## src/rtl/rgb_color_pkg.sv

```systemverilog
// Shared constants and palette decode for the RGB colour sequencer.
// Contents: palette index constants, MAX_COLORS, and palette_lookup(idx, cw),
// which returns a {red, green, blue} word of 3*cw bits (right-aligned in a
// 3*CW_MAX container) built from the half-scale value H = {1'b0, {cw-1{1'b1}}}.
package rgb_color_pkg;

  localparam int unsigned MAX_COLORS = 8;
  localparam int unsigned CW_MAX     = 12;
  localparam int unsigned IDX_W      = 3;

  localparam logic [IDX_W-1:0] IDX_WHITE   = 3'd0;
  localparam logic [IDX_W-1:0] IDX_RED     = 3'd1;
  localparam logic [IDX_W-1:0] IDX_GREEN   = 3'd2;
  localparam logic [IDX_W-1:0] IDX_BLUE    = 3'd3;
  localparam logic [IDX_W-1:0] IDX_YELLOW  = 3'd4;
  localparam logic [IDX_W-1:0] IDX_CYAN    = 3'd5;
  localparam logic [IDX_W-1:0] IDX_MAGENTA = 3'd6;
  localparam logic [IDX_W-1:0] IDX_OFF     = 3'd7;

  // Each palette entry is a per-channel on/off mask; "on" channels carry H.
  function automatic logic [3*CW_MAX-1:0] palette_lookup(input logic [IDX_W-1:0] idx,
                                                         input int unsigned cw);
    logic [CW_MAX-1:0]   h;
    logic [2:0]          mask;
    logic [3*CW_MAX-1:0] word;
    h = CW_MAX'((32'd1 << (cw - 32'd1)) - 32'd1);
    case (idx)
      IDX_WHITE:   mask = 3'b111;
      IDX_RED:     mask = 3'b100;
      IDX_GREEN:   mask = 3'b010;
      IDX_BLUE:    mask = 3'b001;
      IDX_YELLOW:  mask = 3'b110;
      IDX_CYAN:    mask = 3'b011;
      IDX_MAGENTA: mask = 3'b101;
      IDX_OFF:     mask = 3'b000;
      default:     mask = 3'b000;
    endcase
    word = '0;
    if (mask[2]) word = word | ((3*CW_MAX)'(h) << (2 * cw));
    if (mask[1]) word = word | ((3*CW_MAX)'(h) << cw);
    if (mask[0]) word = word | (3*CW_MAX)'(h);
    return word;
  endfunction

endpackage

```

## src/rtl/rgb_color_sequencer_debounce.sv

```systemverilog
// Two-flop synchroniser plus level debouncer for one raw push-button.
// Ports: clk, rst_n (async active-low), din (raw button), level (accepted,
// debounced level), rise_pulse (one-cycle pulse on an accepted 0->1 change).
module button_debounce #(
  parameter int unsigned DEBOUNCE_CYCLES = 12000
) (
  input  logic clk,
  input  logic rst_n,
  input  logic din,
  output logic level,
  output logic rise_pulse
);

  localparam int unsigned CNT_W = (DEBOUNCE_CYCLES > 1) ? $clog2(DEBOUNCE_CYCLES) : 1;
  localparam logic [CNT_W-1:0] CNT_LAST = CNT_W'(DEBOUNCE_CYCLES - 1);

  logic [1:0]       sync_q;
  logic [CNT_W-1:0] cnt_q;
  logic             din_s;

  assign din_s = sync_q[1];

  // Counter only runs while the synchronised input disagrees with the accepted level.
  always_ff @(posedge clk or negedge rst_n) begin
    if (!rst_n) begin
      sync_q     <= '0;
      cnt_q      <= '0;
      level      <= 1'b0;
      rise_pulse <= 1'b0;
    end else begin
      sync_q     <= {sync_q[0], din};
      rise_pulse <= 1'b0;
      if (din_s == level) begin
        cnt_q <= '0;
      end else if (cnt_q == CNT_LAST) begin
        cnt_q      <= '0;
        level      <= din_s;
        rise_pulse <= din_s;
      end else begin
        cnt_q <= cnt_q + CNT_W'(1);
      end
    end
  end

endmodule

```

## src/rtl/rgb_color_sequencer.sv

```systemverilog
// Button-driven palette stepper for the joystick LED path.
// Ports: clk, rst_n (async active-low), button[1:0] ([0] next, [1] previous),
// RGBcolor (packed {red, green, blue}, CW bits each), color_idx (palette index),
// busy (RGBcolor still moving toward the target colour).
// Build option: define COLOR_FADE_EN for a timed linear fade between colours;
// otherwise RGBcolor follows the target one clock later and busy stays 0.
module rgb_color_sequencer
  import rgb_color_pkg::*;
#(
  parameter int unsigned CW              = 8,
  parameter int unsigned NUM_COLORS      = 4,
  parameter int unsigned DEBOUNCE_CYCLES = 12000,
  parameter int unsigned FADE_DIV        = 256
) (
  input  logic            clk,
  input  logic            rst_n,
  input  logic [1:0]      button,
  output logic [3*CW-1:0] RGBcolor,
  output logic [2:0]      color_idx,
  output logic            busy
);

  localparam logic [2:0]      IDX_LAST  = 3'(NUM_COLORS - 1);
  localparam logic [3*CW-1:0] RESET_RGB = (3*CW)'(palette_lookup(IDX_WHITE, CW));

  logic       next_pulse;
  logic       prev_pulse;
  logic [1:0] unused_level;
  logic [3*CW-1:0] target_c;

  button_debounce #(.DEBOUNCE_CYCLES(DEBOUNCE_CYCLES)) u_next (
    .clk        (clk),
    .rst_n      (rst_n),
    .din        (button[0]),
    .level      (unused_level[0]),
    .rise_pulse (next_pulse)
  );

  button_debounce #(.DEBOUNCE_CYCLES(DEBOUNCE_CYCLES)) u_prev (
    .clk        (clk),
    .rst_n      (rst_n),
    .din        (button[1]),
    .level      (unused_level[1]),
    .rise_pulse (prev_pulse)
  );

  // Wrapping index; simultaneous next and previous cancel out.
  always_ff @(posedge clk or negedge rst_n) begin
    if (!rst_n) begin
      color_idx <= '0;
    end else if (next_pulse && !prev_pulse) begin
      color_idx <= (color_idx == IDX_LAST) ? 3'd0 : color_idx + 3'd1;
    end else if (prev_pulse && !next_pulse) begin
      color_idx <= (color_idx == 3'd0) ? IDX_LAST : color_idx - 3'd1;
    end
  end

  assign target_c = (3*CW)'(palette_lookup(color_idx, CW));

`ifdef COLOR_FADE_EN
  localparam int unsigned PW = (FADE_DIV > 1) ? $clog2(FADE_DIV) : 1;
  localparam logic [PW-1:0] PRESC_LAST = PW'(FADE_DIV - 1);

  logic [PW-1:0]   presc_q;
  logic            step_c;
  logic [3*CW-1:0] rgb_nxt_c;

  // One unit toward the target, never past it.
  function automatic logic [CW-1:0] step_channel(input logic [CW-1:0] cur,
                                                 input logic [CW-1:0] tgt,
                                                 input logic          en);
    if (!en || cur == tgt) return cur;
    else if (cur < tgt)    return cur + CW'(1);
    else                   return cur - CW'(1);
  endfunction

  assign step_c = busy && (presc_q == PRESC_LAST);

  always_comb begin
    rgb_nxt_c = RGBcolor;
    for (int c = 0; c < 3; c++) begin
      rgb_nxt_c[c*CW +: CW] = step_channel(RGBcolor[c*CW +: CW], target_c[c*CW +: CW], step_c);
    end
  end

  // busy compares the post-step colour, so it drops on the edge of the final step.
  always_ff @(posedge clk or negedge rst_n) begin
    if (!rst_n) begin
      RGBcolor <= RESET_RGB;
      presc_q  <= '0;
      busy     <= 1'b0;
    end else begin
      RGBcolor <= rgb_nxt_c;
      busy     <= (rgb_nxt_c != target_c);
      if (!busy || presc_q == PRESC_LAST) presc_q <= '0;
      else                                presc_q <= presc_q + PW'(1);
    end
  end
`else
  // FADE_DIV has no effect without the fade engine.
  localparam int unsigned unused_fade_div = FADE_DIV;

  always_ff @(posedge clk or negedge rst_n) begin
    if (!rst_n) RGBcolor <= RESET_RGB;
    else        RGBcolor <= target_c;
  end

  assign busy = 1'b0;
`endif

endmodule

```

## config.mk

```make
export PLATFORM = sky130hd
export DESIGN_NAME = rgb_color_sequencer
export DESIGN_NICKNAME = d
export VERILOG_FILES = /design/src/rtl/rgb_color_pkg.sv /design/src/rtl/rgb_color_sequencer_debounce.sv /design/src/rtl/rgb_color_sequencer.sv
export SDC_FILE = /design/constraint.sdc
export NUM_CORES = 1
export LEC_CHECK = 0
export ABC_AREA = 1
export CORE_AREA = 5 5 79 99
export DETAILED_ROUTE_END_ITERATION = 12
export DIE_AREA = 0 0 84 104
export PLACE_DENSITY_LB_ADDON = 0.3
export SLEW_MARGIN = 40
export SYNTH_ARGS = -nofsm -noshare
export SYNTH_HDL_FRONTEND = slang
export SYNTH_SLANG_ARGS = --single-unit
```

## constraint.sdc

```tcl
create_clock -name clk -period 3.3 [get_ports clk]
set_input_delay 0.495 -clock clk [delete_from_list [all_inputs] [get_ports clk]]
set_output_delay 0.495 -clock clk [all_outputs]
set_load 0.01 [all_outputs]
```

### Word level (Yosys, flattened, before mapping)

Memories as Yosys holds them, arrays and structs flattened.
Cells that the tools add are included.

| cells by class | value |
|---|---|
| $add $sub $neg | 4 |
| equal/unequal tests | 5 |
| mux-type cells | 15 |
| bitwise operators | 2 |
| reduce and logical (&&, ||, !) cells | 8 |

Operators by type and width:

| operator | number |
|---|---|
| 2-to-1 mux 14 bit | 4 |
| adder 14 x 1 -> 14 bit, second input constant | 2 |
| == test 14 bit, second input constant | 2 |
| 2-to-1 mux 23 bit | 1 |
| 2-to-1 mux 15 bit | 1 |
| 2-to-1 mux 3 bit | 4 |
| 2-to-1 mux 7 bit | 1 |
| 2-to-1 mux 1 bit | 4 |
| AND reduction 2 bit | 2 |
| adder 3 x 1 -> 3 bit, second input constant | 1 |
| == test 3 x 2 -> 1 bit, second input constant | 1 |
| logical NOT 3 bit | 1 |
| subtractor 3 x 1 -> 3 bit, second input constant | 1 |
| == test 1 bit | 2 |
| logical AND 1 bit | 2 |
| logical NOT 1 bit | 2 |
| inverter 1 bit | 2 |
| nonzero test 2 bit | 1 |

| storage, ports and cells | value |
|---|---|
| register bits | 62 |
| memory bits (read-only) | 24 |
| bits of input ports | 4 |
| output and inout port bits | 28 |
| logic and storage cells | 45 |
| memories kept | 1 |

Memories:

| memory | depth | width | read ports | clocked after memory_dff | write ports | line | RTL |
|---|---|---|---|---|---|---|---|
| (name not given) | 8 | 3 | 1 | 0 | 0 | rgb_color_pkg.sv:27 | `case (idx)` |

### Logic depth before layout (Yosys ltp)

Gate-level depths: netlist of run 1.

| logic depth | value |
|---|---|
| depth after elaboration | 4 |
| mapped depth | 8 |

### By module

Synthesis of run 1 repeated with hierarchy kept, for this count alone.

| second synthesis, totals | value |
|---|---|
| cell total of the unflattened synthesis | 292 |
| area, all modules | 2451.1 µm² |

By module, submodules not included:

| module | times used | cells an instance | area each (µm²) | seq. area each (µm²) |
|---|---|---|---|---|
| button_debounce | 2 | 114 | 960.9 | 450.4 |
| rgb_color_sequencer | 1 | 64 | 529.3 | 153.9 |

### Least setup slack after synthesis of run 1

Ideal clock, no wire load.

| timing path | value |
|---|---|
| kind | reg2reg |
| start | register u_prev.cnt_q[0] |
| end | register u_prev.cnt_q[6] |
| data arrival time | 1.100 ns |
| slack | 2.081 ns |
| cell stages (with the launch flop) | 7 |
| period minus slack after synthesis | 1.219 ns |
| cells stage by stage | dfrtp_1 ha_1 nand2_1 nor2_1 nand3_2 nand2_4 nor2_1 |

| between the ends | value |
|---|---|
| longest elaborated chain between the ends | 3 |
| elaborated cells on any way between the ends | 4 |

RTL lines:

| what | line | RTL |
|---|---|---|
| from (decl) | rgb_color_sequencer_debounce.sv:18 | `logic [CNT_W-1:0] cnt_q;` |
| from (signal assigned) | rgb_color_sequencer_debounce.sv:40 | `cnt_q <= cnt_q + CNT_W'(1);` |
| adder 14 x 1 -> 14 bit / == test 14 bit (equally long branches) | rgb_color_sequencer_debounce.sv:40, rgb_color_sequencer_debounce.sv:35 |  |
| 2-to-1 mux 14 bit * | rgb_color_sequencer_debounce.sv:35 | `end else if (cnt_q == CNT_LAST) begin` |
| 2-to-1 mux 14 bit * | rgb_color_sequencer_debounce.sv:33 | `if (din_s == level) begin` |

Mark *: on every way between the ends. The rest lies on a longest branch, timed or not.
A chain may end at the register's enable or synchronous reset.

==> results of run 1 <==
-- layout make-up --
class / count / area share, %
clock inverter: 3 / 0.938
multi-input combinational: 198 / 38.3
sequential: 42 / 39.5
clock buffer: 5 / 2.58
timing repair buffer: 27 / 10.0
inverter: 31 / 4.36
tap: 90 / 4.22
-- path summary, 6_finish.rpt --
path,endpoint,cells after the start,slack (ps)
max,RGBcolor[19],1,1370
min,color_idx[1],1,160
max reg2reg,u_prev.cnt_q[3],6,1860
min reg2reg,u_prev.sync_q[1],0,360
max in group asynchronous,RGBcolor[21],1,2770
min in group clk,u_prev.sync_q[1],0,360
-- cell usage in the layout (no fill, tap or decap), drive strengths merged, types with 2 or more instances in the layout --
cell type,n
xnor2,2
conb,4
dfrtp,39
clkdlybuf4s50,26
nand4,6
ha,8
a21o,2
nand3,28
clkbuf,5
inv,32
a21oi,6
o21ai,8
dfstp,3
o21bai,2
xor2,7
nand2,63
nor3,3
nor2,55
-- routing by layer --
| metal | vias up | track usage (%) | wire, um |
|---|---|---|---|
| li1 | 929 | - | - |
| met1 | 785 | 11.9 | 1830 |
| met2 | 48 | 17.7 | 2050 |
| met3 | 8 | 2.93 | 251 |
| met4 | 0 | 4.14 | 79 |
| met5 | - | 0 | 0 |
-- cell families (layout without fill, tap and decap cells) --
logic type               count (synthesis)  count (layout)  synth area share, %
AND/OR/NAND/NOR                        156             156                 29.5
buffers and inverters                   54              66                 12.2
flip-flops                              42              42                 44.8
AO/OA/AOI/OAI                           21              21                 5.11
XOR/XNOR                                 9               9                 3.99
adder cells (fa/ha/maj)                  8               8                 4.26
other                                    1               4                0.159
-- state kept, by name, summed over array words and instances (netlist names) --
signal,count
u_prev.rise_pulse,1
u_next.sync_q,2
RGBcolor,3
color_idx,3
u_next.rise_pulse,1
u_prev.cnt_q,14
u_next.level,1
u_prev.level,1
u_prev.sync_q,2
u_next.cnt_q,14
-- Yosys cell counts (all sizes together) --
cell type | instances | area (um2)
a21o | 2 | 15.0
inv | 31 | 116
a31oi | 1 | 6.26
nor3 | 3 | 15.0
nand3 | 28 | 150
xnor2 | 2 | 17.5
nand2 | 63 | 259
conb | 1 | 3.75
nand4 | 6 | 37.5
o211ai | 1 | 7.51
a21oi | 6 | 30.0
dfstp | 3 | 78.8
ha | 8 | 100
o21ai | 8 | 40.0
nor3b | 1 | 7.51
o22ai | 1 | 6.26
xor2 | 7 | 76.3
o21bai | 2 | 15.0
buf | 23 | 170
nor2 | 55 | 224
dfrtp | 39 | 976
-- through the flow --
step,power (mW),util (%)
after floorplan,0.563,-
after global placement,0.578,37.8
after detailed placement,0.579,37.8
after CTS,0.938,39.2
after global routing,0.957,39.2
final,0.911,39.2
-- power by group through the flow --
stage          clock network, mW  logic (mW)  registers (mW)
2_1_floorplan                  0      0.0235           0.540
3_3_place_gp                   0      0.0375           0.541
3_5_place_dp                   0      0.0380           0.541
4_1_cts                    0.369      0.0380           0.531
5_1_grt                    0.380      0.0431           0.533
6_report                   0.344      0.0361           0.531
==> qor.csv, run 1 <==
metric,value,unit
p_int,0.686,mW
cts_made_buffers,5,
postCtsSetupBuffers,0,
die-area,0.00874,mm2
via_per_inst,4.47,
layout.nets,317,
die_w,84,um
syn_to_final_growth,13.4,%
final-hold-violation-count,0,
multi_input_area,0.00102,mm2
path_buf_inv,1,
power.switching,0.225,mW
fill_cells,692,
grt_overflow,0,
antenna_found_initial,0,
rows,34,
grt_pass1_vias,1751,
yosysWarnings,0,
avgSynthCellArea,8.08,um2
drtIter0Drc,63,
clk_path_buf_depth,2,
sw_frac_of_total,24.7,%
combPwrFrac,4.0,%
peakVddDrop,138,uV
rsz0062_at_grt,no,
post_drt_wl_per_cell,10.6,um
min_period,1930,ps
status,"finished, final reports clean",
finalSetupViolations,0,
cp.arrival,1430,ps
hold_class,input pin to async pin,
finalNonFillerCells,396,
clkPwrFrac,37.8,%
num_antenna_cells,0,
r2r-start,u_prev.cnt_q[0],
synthCells,291,
crit_family,flip-flops,
drv_cap,0,
ff_latch_area,0.00105,mm2
vias,1770,
endpoint_kind,output port,
critPathLaunch,RGBcolor[21],
ys_types,30,
drive_above_1_share,8.17,%
gp_congestion,0.815,
pin_count,32,
p_seq_share,58.3,%
cts_resized,0,
crit_path_max_fanout,7,
fin_area,0.00267,mm2
clkTransAtPathRegs,90,ps
fp.coreArea,0.00681,mm2
floorplan.initialDensity,34.6,%
clock-root-buffer,clkbuf_8,
fmax,518,MHz
seq_area_frac_synth,44.8,%
worst_slack,1370,ps
insertion_delay,300,ps
io_buffer_count,27,
die_h,104,um
grt_usage,10.3,%
leakage,1.18,nW
drt-pass1-iter-count,4,
setup_tns,0,ps
crit_type,register to output port,
post-place-cells,388,
cts-hold-fix-buffers,0,
grt_pass1_wl,7.47,mm
critPathMaxStageDelay,580,ps
drc,0,
crit_required,2800,ps
dp_slack,1690,ps
htreeDepth,2,
grt_start_max_net_pins,43,
tightest_slew,522,ps
synth_seq_cells,42,
dp_hpwl,3.14,mm
slowest_stage,dfstp_2,
routed_wl,4.21,mm
skew,11.7,ps
power_density,342,mW/mm2
cts_tree,built,
synth_area,0.00235,mm2
timing.final.crit_share,58.4,%
holdWs,157,ps
place_area,0.00257,mm2
cts_sinks,42,
crit_chain,clkdlybuf4s50_1,
worstSetupStartpointType,register,
slew_violations,0,
max-slew-margin-rel,65.2,%
ant_nets,0,
Note: power is estimated with default switching activity, not from simulation.
==> run 2: changes to the inputs <==
==> constraint.sdc (replaced) <==
create_clock -name clk -period 2 [get_ports clk]
set_input_delay 0.3 -clock clk [delete_from_list [all_inputs] [get_ports clk]]
set_output_delay 0.3 -clock clk [all_outputs]
set_load 0.01 [all_outputs]
==> qor.csv, run 2 (synthesis gave the netlist of run 1 again) <==
metric,value,unit
cp_num_cells,1,
r2r_end,u_prev.cnt_q[0],
cts_tree,built,
final_cell_mix,"nand2_1, nor2_1, dfrtp_1",
multi_input_area,0.00102,mm2
die_w,84,um
fmax,576,MHz
power_density,561,mW/mm2
clk_path_buf_depth,2,
num_antenna_cells,0,
layout.nets,320,
crit_end,RGBcolor[14],
grt_pass1_vias,1726,
sw_frac_of_total,24.8,%
r2r_slack,570,ps
grt_usage,10.4,%
htreeDepth,2,
postCtsSetupBuffers,0,
drive_above_1_share,8.74,%
critPathLaunch,RGBcolor[14],
insertion_delay,300,ps
cp.arrival,1440,ps
ff_latch_area,0.00105,mm2
die_h,104,um
io_buffer_count,27,
timing.final.crit_share,86.8,%
drtIter0Drc,85,
grt_overflow,0,
post_drt_wl_per_cell,10.8,um
reg.largest.list,"u_next.cnt_q: 14 flops, u_prev.cnt_q: 14 flops",
path_buf_inv,1,
critPathMaxStageDelay,580,ps
clock-root-buffer,clkbuf_8,
clkPwrFrac,37.6,%
crit_family,flip-flops,
routed_wl,4.29,mm
drt-pass1-iter-count,4,
skew,11.4,ps
p_int,1.14,mW
status,"finished, final reports clean",
setup_tns,0,ps
reg2regPathDepth,6,
p_seq_share,58.0,%
vias,1824,
pin_count,32,
crit_path_max_fanout,7,
floorplan.initialDensity,34.6,%
grt_pass1_wl,7.54,mm
cts_made_buffers,5,
peakVddDrop,320,uV
fp.coreArea,0.00681,mm2
via_per_inst,4.57,
ant_nets,0,
slew_violations,0,
crit_type,register to output port,
fill_cells,679,
grt_start_max_net_pins,34,
slowest_stage,dfstp_2,
combPwrFrac,4.3,%
total_power,1.51,mW
cts_sinks,42,
min_period,1740,ps
leakage,1.20,nW
die-area,0.00874,mm2
dp_hpwl,3.29,mm
worstSetupStartpointType,register,
gp_congestion,0.851,
hold_class,register to register,
rows,34,
endpoint_kind,output port,
drv_cap,0,
final-hold-violation-count,0,
syn_to_final_growth,14.5,%
antenna_found_initial,0,
clkTransAtPathRegs,90,ps
finalSetupViolations,0,
power.switching,0.374,mW
layout_commonest_cell,nand2_1,
r2r-start,u_prev.cnt_q[0],
crit_chain,clkdlybuf4s50_1,
rsz0062_at_grt,no,
crit_required,1700,ps
drc,0,
[run 2: changes by cell type in the layout (fill, tap and decap cells not counted), sizes merged]
cell	delta
buf	+2
dlygate4sd3	+1
[run 2: layout make-up]
class	instances	area share (%)
sequential	42	39.2
multi-input combinational	198	38.0
timing repair buffer	30	10.9
inverter	31	4.32
tap	90	4.18
clock buffer	5	2.56
clock inverter	3	0.929
[run 2: worst min path at each step]
stage | startpoint | end | slack [ps] | depth (start not counted)
2_1_floorplan | rst_n | color_idx[0] | 4 | 0
3_3_place_gp | u_prev.sync_q[0] | u_prev.sync_q[1] | 340 | 0
3_5_place_dp | u_next.sync_q[0] | u_next.sync_q[1] | 340 | 0
4_1_cts | rst_n | u_prev.level | 80 | 1
5_1_grt | u_next.sync_q[0] | u_next.sync_q[1] | 370 | 0
6_report | u_next.sync_q[0] | u_next.sync_q[1] | 360 | 0
[run 2: power groups by stage]
stage               registers [mW]  logic (mW)  clock network, mW
floorplan                    0.890      0.0387                  0
global placement             0.893      0.0654                  0
detailed placement           0.893      0.0658                  0
CTS                          0.877      0.0661              0.590
global route                 0.880      0.0783              0.628
finish                       0.876      0.0656              0.568
[run 2: metal layers]
| layer | wire [um] | global-route usage [%] |
|---|---|---|
| met1 | 1810 | 11.6 |
| met2 | 2170 | 18.7 |
| met4 | 74 | 4.37 |
| met3 | 233 | 2.30 |
| met5 | 0 | 0 |
[run 2: repair_timing]
| action | CTS | global route |
|---|---|---|
| hold buffers | 0 | 1 |
| hold endpoints to repair | 0 | 28 |
| gates resized for setup | 0 | 0 |
| setup endpoints to repair | 0 | 0 |
[run 2: metrics by stage]
stage	cells	instance area (um2)	hold WS [ps]	setup slack (ps)	utilization [%]
CTS	398	2680	83.1	242	39.4
finish	399	2690	356	265	39.6
detailed placement	390	2590	340	550	38.0
global placement	390	2590	342	576	38.0
global route	399	2690	368	161	39.6
floorplan	294	2360	4.41	781	-
